<file path="config.mk">
export PLATFORM = sky130hd
export DESIGN_NAME = jtag_dir_receiver
export DESIGN_NICKNAME = d
export VERILOG_FILES = /design/src/rtl/aoc_jtag_pkg.sv /design/src/rtl/jtag_dir_receiver_dir_fifo.sv /design/src/rtl/jtag_dir_receiver.sv
export SDC_FILE = /design/constraint.sdc
export NUM_CORES = 1
export LEC_CHECK = 0
export ABC_AREA = 1
export CAP_MARGIN = 10
export CORE_MARGIN = 1.5
export CORE_UTILIZATION = 59
export DETAILED_ROUTE_END_ITERATION = 10
export PLACE_DENSITY = 0.93
export SYNTH_ARGS = -nofsm -noshare
export SYNTH_HDL_FRONTEND = slang
export SYNTH_HIERARCHICAL = 1
export SYNTH_SLANG_ARGS = --single-unit
export TNS_END_PERCENT = 20
</file>
<file path="constraint.sdc">
create_clock -name tck -period 6.6 [get_ports tck]
set_input_delay 0.99 -clock tck [delete_from_list [all_inputs] [get_ports tck]]
set_output_delay 0.99 -clock tck [all_outputs]
set_load 0.02 [all_outputs]
</file>
<file path="src/rtl/aoc_jtag_pkg.sv">
// Shared types and constants for the JTAG direction receiver.
// Holds the move encoding, the ASCII bytes it decodes, and the byte decoder.
package aoc_jtag_pkg;

   typedef enum logic [1:0] {
      DIR_N = 2'd0,
      DIR_S = 2'd1,
      DIR_W = 2'd2,
      DIR_E = 2'd3
   } dir_t;

   localparam logic [7:0] CHAR_UP    = 8'h5E;
   localparam logic [7:0] CHAR_DOWN  = 8'h76;
   localparam logic [7:0] CHAR_LEFT  = 8'h3C;
   localparam logic [7:0] CHAR_RIGHT = 8'h3E;
   localparam logic [7:0] CHAR_LF    = 8'h0A;
   localparam int         BYTE_BITS  = 8;

   typedef struct packed {
      logic vld;
      dir_t dir;
   } dec_t;

   // Map an ASCII byte to a move; vld=0 for anything that is not an arrow.
   function automatic dec_t decode_byte(input logic [7:0] b);
      dec_t d;
      d.vld = 1'b1;
      d.dir = DIR_N;
      case (b)
         CHAR_UP:    d.dir = DIR_N;
         CHAR_DOWN:  d.dir = DIR_S;
         CHAR_LEFT:  d.dir = DIR_W;
         CHAR_RIGHT: d.dir = DIR_E;
         default:    d.vld = 1'b0;
      endcase
      return d;
   endfunction

endpackage

</file>
<file path="src/rtl/jtag_dir_receiver_dir_fifo.sv">
// Small synchronous FIFO of moves between the JTAG byte decoder and the solver.
// A push on a full FIFO is dropped and latches a sticky overflow flag, unless
// a pop happens in the same cycle, in which case both proceed.
module dir_fifo
   import aoc_jtag_pkg::*;
#(
   parameter int DEPTH_LOG2 = 3
) (
   input  logic tck,
   input  logic rst_n,
   input  logic i_push,
   input  dir_t i_push_dir,
   input  logic i_pop,
   output dir_t o_dir,
   output logic o_full,
   output logic o_empty,
   output logic o_overflow
);

   localparam int DEPTH = 1 << DEPTH_LOG2;

   dir_t                  r_mem [DEPTH];
   logic [DEPTH_LOG2-1:0] r_wr_ptr;
   logic [DEPTH_LOG2-1:0] r_rd_ptr;
   logic [DEPTH_LOG2:0]   r_count;
   logic                  r_overflow;
   logic                  w_pop;
   logic                  w_push_ok;

   assign o_empty    = (r_count == '0);
   assign o_full     = (r_count == (DEPTH_LOG2+1)'(DEPTH));
   assign w_pop      = i_pop & ~o_empty;
   assign w_push_ok  = i_push & (~o_full | w_pop);
   assign o_dir      = o_empty ? DIR_N : r_mem[r_rd_ptr];
   assign o_overflow = r_overflow;

   // Storage array; contents are only observed through o_dir when non-empty.
   always_ff @(posedge tck) begin
      if (w_push_ok) r_mem[r_wr_ptr] <= i_push_dir;
   end

   // Pointers wrap naturally at DEPTH; occupancy tracks push/pop balance.
   always_ff @(posedge tck or negedge rst_n) begin
      if (!rst_n) begin
         r_wr_ptr   <= '0;
         r_rd_ptr   <= '0;
         r_count    <= '0;
         r_overflow <= 1'b0;
      end else begin
         if (w_push_ok) r_wr_ptr <= r_wr_ptr + 1'b1;
         if (w_pop)     r_rd_ptr <= r_rd_ptr + 1'b1;
         case ({w_push_ok, w_pop})
            2'b10:   r_count <= r_count + 1'b1;
            2'b01:   r_count <= r_count - 1'b1;
            default: r_count <= r_count;
         endcase
         if (i_push & ~w_push_ok) r_overflow <= 1'b1;
      end
   end

endmodule

</file>
<file path="src/rtl/jtag_dir_receiver.sv">
// JTAG USER4 front end: deserialises LSB-first 8-bit DR scans into bytes,
// decodes arrow characters into moves queued for the solver, tracks the
// end-of-input marker and shifts the solver result back out on tdo.
// Optional feature macro: JTAG_RX_BYTE_COUNT_EN adds a saturating count of
// committed bytes, reported in the upper 16 bits of the readback while no
// final result is available.
module jtag_dir_receiver
   import aoc_jtag_pkg::*;
#(
   parameter int RESULT_WIDTH    = 32,
   parameter int FIFO_DEPTH_LOG2 = 3
) (
   input  logic                    tck,
   input  logic                    rst_n,
   input  logic                    tdi,
   output logic                    tdo,
   input  logic                    test_logic_reset,
   input  logic                    ir_is_user,
   input  logic                    capture_dr,
   input  logic                    shift_dr,
   input  logic                    update_dr,
   output logic                    dir_valid,
   input  logic                    dir_ready,
   output dir_t                    dir,
   output logic                    end_of_input,
   input  logic [RESULT_WIDTH-1:0] result,
   input  logic                    result_valid,
   output logic                    overflow
);

   logic [BYTE_BITS-1:0]    r_byte_sr;
   logic [3:0]              r_bit_cnt;
   logic [RESULT_WIDTH-1:0] r_rd_sr;
   logic                    r_eoi_seen;
   logic                    r_eoi;
   logic                    w_capture;
   logic                    w_shift;
   logic                    w_commit;
   logic                    w_push;
   logic                    w_empty;
   logic                    w_full;
   dec_t                    w_dec;
   logic [RESULT_WIDTH-1:0] w_capture_val;

   assign w_capture = ir_is_user & capture_dr;
   assign w_shift   = ir_is_user & shift_dr;
   // Only an exact 8-bit scan commits; readbacks saturate bit_cnt at 15.
   assign w_commit  = ir_is_user & update_dr & (r_bit_cnt == 4'(BYTE_BITS));
   assign w_dec     = decode_byte(r_byte_sr);
   assign w_push    = w_commit & w_dec.vld;

`ifdef JTAG_RX_BYTE_COUNT_EN
   logic [15:0] r_byte_cnt;

   // Saturating count of committed bytes for host-side progress polling.
   always_ff @(posedge tck or negedge rst_n) begin
      if (!rst_n)                               r_byte_cnt <= '0;
      else if (w_commit && r_byte_cnt != 16'hFFFF) r_byte_cnt <= r_byte_cnt + 1'b1;
   end

   assign w_capture_val = result_valid ? result
                                       : {r_byte_cnt, {(RESULT_WIDTH-16){1'b0}}};
`else
   assign w_capture_val = result_valid ? result : '0;
`endif

   // Byte deserialiser; Test-Logic-Reset drops a partial byte but nothing else.
   always_ff @(posedge tck or negedge rst_n) begin
      if (!rst_n) begin
         r_byte_sr <= '0;
         r_bit_cnt <= '0;
      end else if (test_logic_reset) begin
         r_byte_sr <= '0;
         r_bit_cnt <= '0;
      end else if (w_capture) begin
         r_bit_cnt <= '0;
      end else if (w_shift) begin
         r_byte_sr <= {tdi, r_byte_sr[BYTE_BITS-1:1]};
         if (r_bit_cnt != 4'd15) r_bit_cnt <= r_bit_cnt + 1'b1;
      end
   end

   // Readback shift register: loaded on capture, shifted LSB-first on tdo.
   always_ff @(posedge tck or negedge rst_n) begin
      if (!rst_n)         r_rd_sr <= '0;
      else if (w_capture) r_rd_sr <= w_capture_val;
      else if (w_shift)   r_rd_sr <= {tdi, r_rd_sr[RESULT_WIDTH-1:1]};
   end

   // End-of-input: newline seen, reported once the queue has drained.
   always_ff @(posedge tck or negedge rst_n) begin
      if (!rst_n) begin
         r_eoi_seen <= 1'b0;
         r_eoi      <= 1'b0;
      end else begin
         if (w_commit && r_byte_sr == CHAR_LF) r_eoi_seen <= 1'b1;
         r_eoi <= r_eoi_seen & w_empty;
      end
   end

   dir_fifo #(
      .DEPTH_LOG2 (FIFO_DEPTH_LOG2)
   ) u_fifo (
      .tck        (tck),
      .rst_n      (rst_n),
      .i_push     (w_push),
      .i_push_dir (w_dec.dir),
      .i_pop      (dir_ready),
      .o_dir      (dir),
      .o_full     (w_full),
      .o_empty    (w_empty),
      .o_overflow (overflow)
   );

   assign tdo          = r_rd_sr[0];
   assign dir_valid    = ~w_empty;
   assign end_of_input = r_eoi;

endmodule

</file>
==> results of run 1 <==
## cell usage after synthesis (all sizes together)
master    n  area, um2
nand2   122      516.7
dfrtp    57       1426
inv      45      168.9
nor2     37      163.9
nand3    36      202.7
o21ai    22      110.1
o211ai   18      175.2
edfxtp   16      480.5
buf      10      88.83
ha        6      75.07
nor3      6      30.03
a21oi     5      25.02
xor2      4      35.03
clkbuf    2      8.750
clkinv    2      7.510
o31ai     2      15.01
a31o      1      8.760
fa        1      20.02
mux2      1      11.26
nand3b    1      7.510
nor4      1      12.51
xnor2     1      8.760
## power breakdown
group	switching, mW	internal (mW)	total [mW]
Combinational	0.169	0.130	0.299
Clock	0.163	0.179	0.341
Sequential	0.0488	0.505	0.554
Total	0.381	0.813	1.19
## through the flow
step,instances,area [um2]
global placement,507,4068
detailed placement,507,4068
finish,523,4268
floorplan,396,3598
global route,523,4268
CTS,523,4268
## routing by layer
metal | vias to the layer above | global-route usage (%)
met5 | - | 0
met4 | 0 | 11.03
met3 | 16 | 5.393
met2 | 85 | 44.33
met1 | 1334 | 29.55
li1 | 1376 | -
## worst paths after layout
kind                                            to
worst max-delay path                        dir[0]
worst min-delay path                    r_eoi_seen
worst max register to register   u_fifo/r_count[3]
worst min register to register          r_eoi_seen
max in group asynchronous             r_byte_sr[6]
min in group asynchronous       u_fifo/r_rd_ptr[2]
## layout make-up
type / count / area, um2 / area share (%)
repair buffers: 48 / 473.0 / 11.08
clock inverters: 4 / 23.77 / 0.5570
inverters: 47 / 176.4 / 4.134
well taps: 75 / 93.84 / 2.199
clock buffers: 12 / 176.4 / 4.134
flip-flops and latches: 73 / 1907 / 44.68
multi-input cells: 264 / 1418 / 33.22
## state kept, by name (all words and copies together) (netlist names)
| register | flops |
|---|---|
| r_byte_sr | 8 |
| r_bit_cnt | 4 |
| end_of_input | 1 |
| u_fifo/o_overflow | 1 |
| r_eoi_seen | 1 |
| u_fifo/r_wr_ptr | 3 |
| u_fifo/r_count | 4 |
| r_rd_sr | 32 |
| u_fifo/r_rd_ptr | 3 |
| u_fifo/r_mem | 16 |
## critical path, cell delays in order, from the launching register on
cell	delay (ps)
dfrtp_1	540
clkinv_1	310
o21ai_0	220
o21ai_0	100
o21ai_0	150
nor2_1	50
clkdlybuf4s50_1	520
## kinds of logic (layout without fill, tap and decap cells)
| family | after synthesis | after routing |
|---|---|---|
| flip-flops | 73 | 73 |
| buffers and inverters | 59 | 111 |
| XOR/XNOR | 5 | 5 |
| multiplexers | 1 | 1 |
| AND/OR/NAND/NOR | 203 | 203 |
| adder cells (fa/ha/maj) | 7 | 7 |
| AO/OA/AOI/OAI | 48 | 48 |
==> run metrics, run 1 <==
status completed; final hold violation count 0; clock slew at reported path FFs 70 ps; Startpoint Class register; clk_skew 8.325 ps; fillers 420; Tot Pwr 1.194 mW; core area 5921 um2; GR Overflow Total 0; max-slew violations 0; post-synthesis mux area share 0.3129%; data arrival time of the critical path 2230 ps; Mapped Cells 396; vias per cell 5.375; Die Ht 81.10 um; Hold Buf Count CTS 0; first-pass GRT wire length 12.48 mm; commonest non-fill, non-tap cell in the layout nand2_1; relative slew slack 52.42%; area delta synth->final 18.60%; Starting Density 60.78%; Die ar. 6576 um2; Via Count 2811; RSZ-0062 raised after global routing false; post-synthesis simple-gate area fraction 25.94%; Netlist cell types 35; Synth Area in XOR/XNOR 1.217%; worst path required time 5610 ps; initial antenna violation count 0; Placement Rows 28; drt first pass iters 4; Post-Synth Adder-Cell Area 2.643%; critical path endpoint category output port; CTS buffer count 9; post-cts gate resize count 0; vias in the first global route 2903; metal3 WL 339 um; CP startpoint u_fifo/r_rd_ptr[0]; dpl ws 3309 ps; leakage power 1.904 nW; largest family of logic cells by synthesized area simple AND/OR/NAND/NOR gates; final period utilization 48.79%; Root Buffer clkbuf_8; critical path class reg -> out; Routed Wire Length 7.250 mm; HP Start r_eoi_seen; FF-to-FF Start r_bit_cnt[0]; TritonCTS clock tree done; Port Buffers 47; MaxCap Viol Count 0; WL met1 2.982 mm; routed wire length on met2 3.777 mm; hold crit path type reg -> reg; Final Util 72.08%; Chip Width 81.10 um; CTS Buffer Depth 2; Synth Area in Compound Gates 9.284%; initial drt markers 157; GP Congestion 0.8019; share of post-route cells with drive strength above 1 10.71%; setup violators final 0; largest net degree at the start of global routing 58; Worst Hold Depth 2; clk sinks 73; Final ANT Viol Nets 0; fin nets 492; total negative slack 0 ps; Peak supply drop 186.7 uV; Pwr per Cell Area 279.8 nW/um2; Routed wire per std cell 13.86 um; Worst Tran Pin Value 713.7 ps; setup ws final 3380 ps; crit path max fanout 10; setup slack, reg-to-reg 4180 ps; post-synthesis sequential area ratio 52.99%; commonest cells after routing, fill and taps aside 114 x nand2_1, 57 x dfrtp_1, 46 x clkdlybuf4s50_1; DRC violations left 0; Tmin final 3220 ps; post-CTS setup buffer count 0; syn nets 445; GRT Total Usage 25.18%; hpwl dp 5.093 mm; io pins 48; CTS H-tree lvls 3; Seq cells post-synth 73; number of diodes 0; final hold slack 470.7 ps; top layer in use met4; cell area after synthesis 3598 um2; Worst-Skew Late Latency 340 ps; Syn. warnings 6; Register-to-Register Path Depth 14; Synth Area per Inst 9.087 um2; f_max 310.5 MHz
No activity file was read; power rests on OpenSTA's default activity.
==> run 2, diff against run 1 <==
- CORE_UTILIZATION: 59 -> 50
- PLACE_DENSITY: 0.93 -> 0.84
- clock period: 6.6 -> 2.6 ns (I/O delays scaled with it)
==> run metrics, run 2 (same netlist as run 1, synthesis figures left out) <==
register bank with the most flops r_rd_sr; hpwl dp 4.848 mm; internal power 2.143 mW; GP Congestion 0.8002; Hold Buf Count CTS 0; Tmin final 2352 ps; max reg flops 32; DRC violations left 0; Register-to-Register Path Depth 14; top flop regs r_rd_sr: 32 flops, u_fifo/r_mem: 16 flops, r_byte_sr: 8 flops; WL met1 2.961 mm; Worst Tran Pin Value 714.9 ps; Tot Pwr 3.062 mW; commonest non-fill, non-tap cell in the layout nand2_1; Sw Share 30.02%; Routed Wire Length 6.690 mm; worst path required time 2210 ps; Peak supply drop 337.5 uV; RSZ-0062 raised after global routing false; TritonCTS clock tree done; routed wire length on met2 3.305 mm; core area 6869 um2; top layer in use met4; Final ANT Viol Nets 0; Pwr per Cell Area 708.2 nW/um2; Die Ht 87.84 um; clk_skew 6.085 ps; Via Count 2781; Starting Density 52.39%; f_max 425.1 MHz; max-slew violations 0; initial drt markers 140; setup ws final 247.7 ps; GR Overflow Total 0; hold crit path type in -> async; vias in the first global route 2718; post-cts gate resize count 0; clock share of power 29.9%; final period utilization 90.47%; number of diodes 0; Root Buffer clkbuf_8; status completed; metal3 WL 307 um; Startpoint Class register; fillers 554; GRT Total Usage 19.75%; drt first pass iters 4; share of post-route cells with drive strength above 1 10.86%; io pins 48; Routed wire per std cell 12.23 um; Area after DPL 4116 um2; Comb power frac 24.9%; final hold violation count 0; crit path max fanout 9; vias per cell 5.084; total negative slack 0 ps; critical path endpoint category output port; Placement Rows 30; post-CTS setup buffer count 0; total net switching power 919.3 uW; Finished Cell Area 4324 um2; fin nets 495; relative slew slack 52.34%; first-pass GRT wire length 11.69 mm; Port Buffers 47; critical path class reg -> out; MaxCap Viol Count 0; area delta synth->final 20.17%; data arrival time of the critical path 1960 ps; leakage power 1.919 nW; setup violators final 0; commonest cells after routing, fill and taps aside 114 x nand2_1, 57 x dfrtp_1, 46 x clkdlybuf4s50_1; CTS buffer count 9; clock slew at reported path FFs 70 ps; dpl ws 157.4 ps; initial antenna violation count 0; CTS Buffer Depth 2; CTS H-tree lvls 3; Flop pwr share 45.2%; clk sinks 73; Die ar. 7715 um2; Chip Width 87.84 um; Worst-Skew Late Latency 340 ps; largest net degree at the start of global routing 58
[run 2: cell count changes in the layout (fill, tap and decap cells not counted), sizes merged]
| cell | before | now |
|---|---|---|
| clkbuf | 12 | 14 |
| clkinv | 6 | 3 |
| buf | 2 | 5 |
| bufinv | 0 | 1 |
[run 2: critical path, stage by stage, from the launching register on]
cell and delay [ps]:
dfrtp_1 360, clkinv_1 210, o21ai_0 220, o21ai_0 100, o21ai_0 150, nor2_1 50
clkdlybuf4s50_1 530
[run 2: final cells by class]
class,instances,area (um2),share of cell area (%)
inverters,47,176.4,4.080
clock inverters,2,35.03,0.8102
repair buffers,51,495.5,11.46
flip-flops and latches,73,1907,44.10
clock buffers,14,172.7,3.993
well taps,96,120.1,2.778
multi-input cells,264,1418,32.78
[run 2: power by group through the flow]
| stage | Sequential, mW | Clock, mW | Combinational (mW) |
|---|---|---|---|
| 6_report | 1.38 | 0.915 | 0.764 |
| 5_1_grt | 1.40 | 0.980 | 0.858 |
| 4_1_cts | 1.38 | 0.922 | 0.774 |
| 3_5_place_dp | 1.41 | 0 | 0.772 |
| 3_3_place_gp | 1.40 | 0 | 0.738 |
| 2_1_floorplan | 1.37 | 0 | 0.543 |
[run 2: layer usage]
layer	up-vias	GRT usage, %
met5	-	0
met4	0	8.081
met3	13	4.807
met2	69	33.38
met1	1312	24.29
li1	1387	-
[run 2: metrics by stage]
step | instances | utilization [%] | hold slack, ps
after floorplan | 396 | - | 94.41
after global placement | 531 | 59.93 | 450.5
after detailed placement | 531 | 59.93 | 451.2
after CTS | 547 | 62.95 | 210.9
after global routing | 547 | 62.95 | 256.9
final | 547 | 62.95 | 174.2
[run 2: path summary, 6_finish.rpt]
kind	start	to	slack [ps]
worst min register to register	r_eoi_seen	r_eoi_seen	460
max in group asynchronous	rst_n	u_fifo/r_wr_ptr[2]	1950
min in group tck	r_eoi_seen	r_eoi_seen	460
worst max-delay path	u_fifo/r_rd_ptr[0]	dir[1]	250
worst max register to register	r_bit_cnt[0]	u_fifo/r_count[3]	430
worst min-delay path	rst_n	u_fifo/r_rd_ptr[2]	170
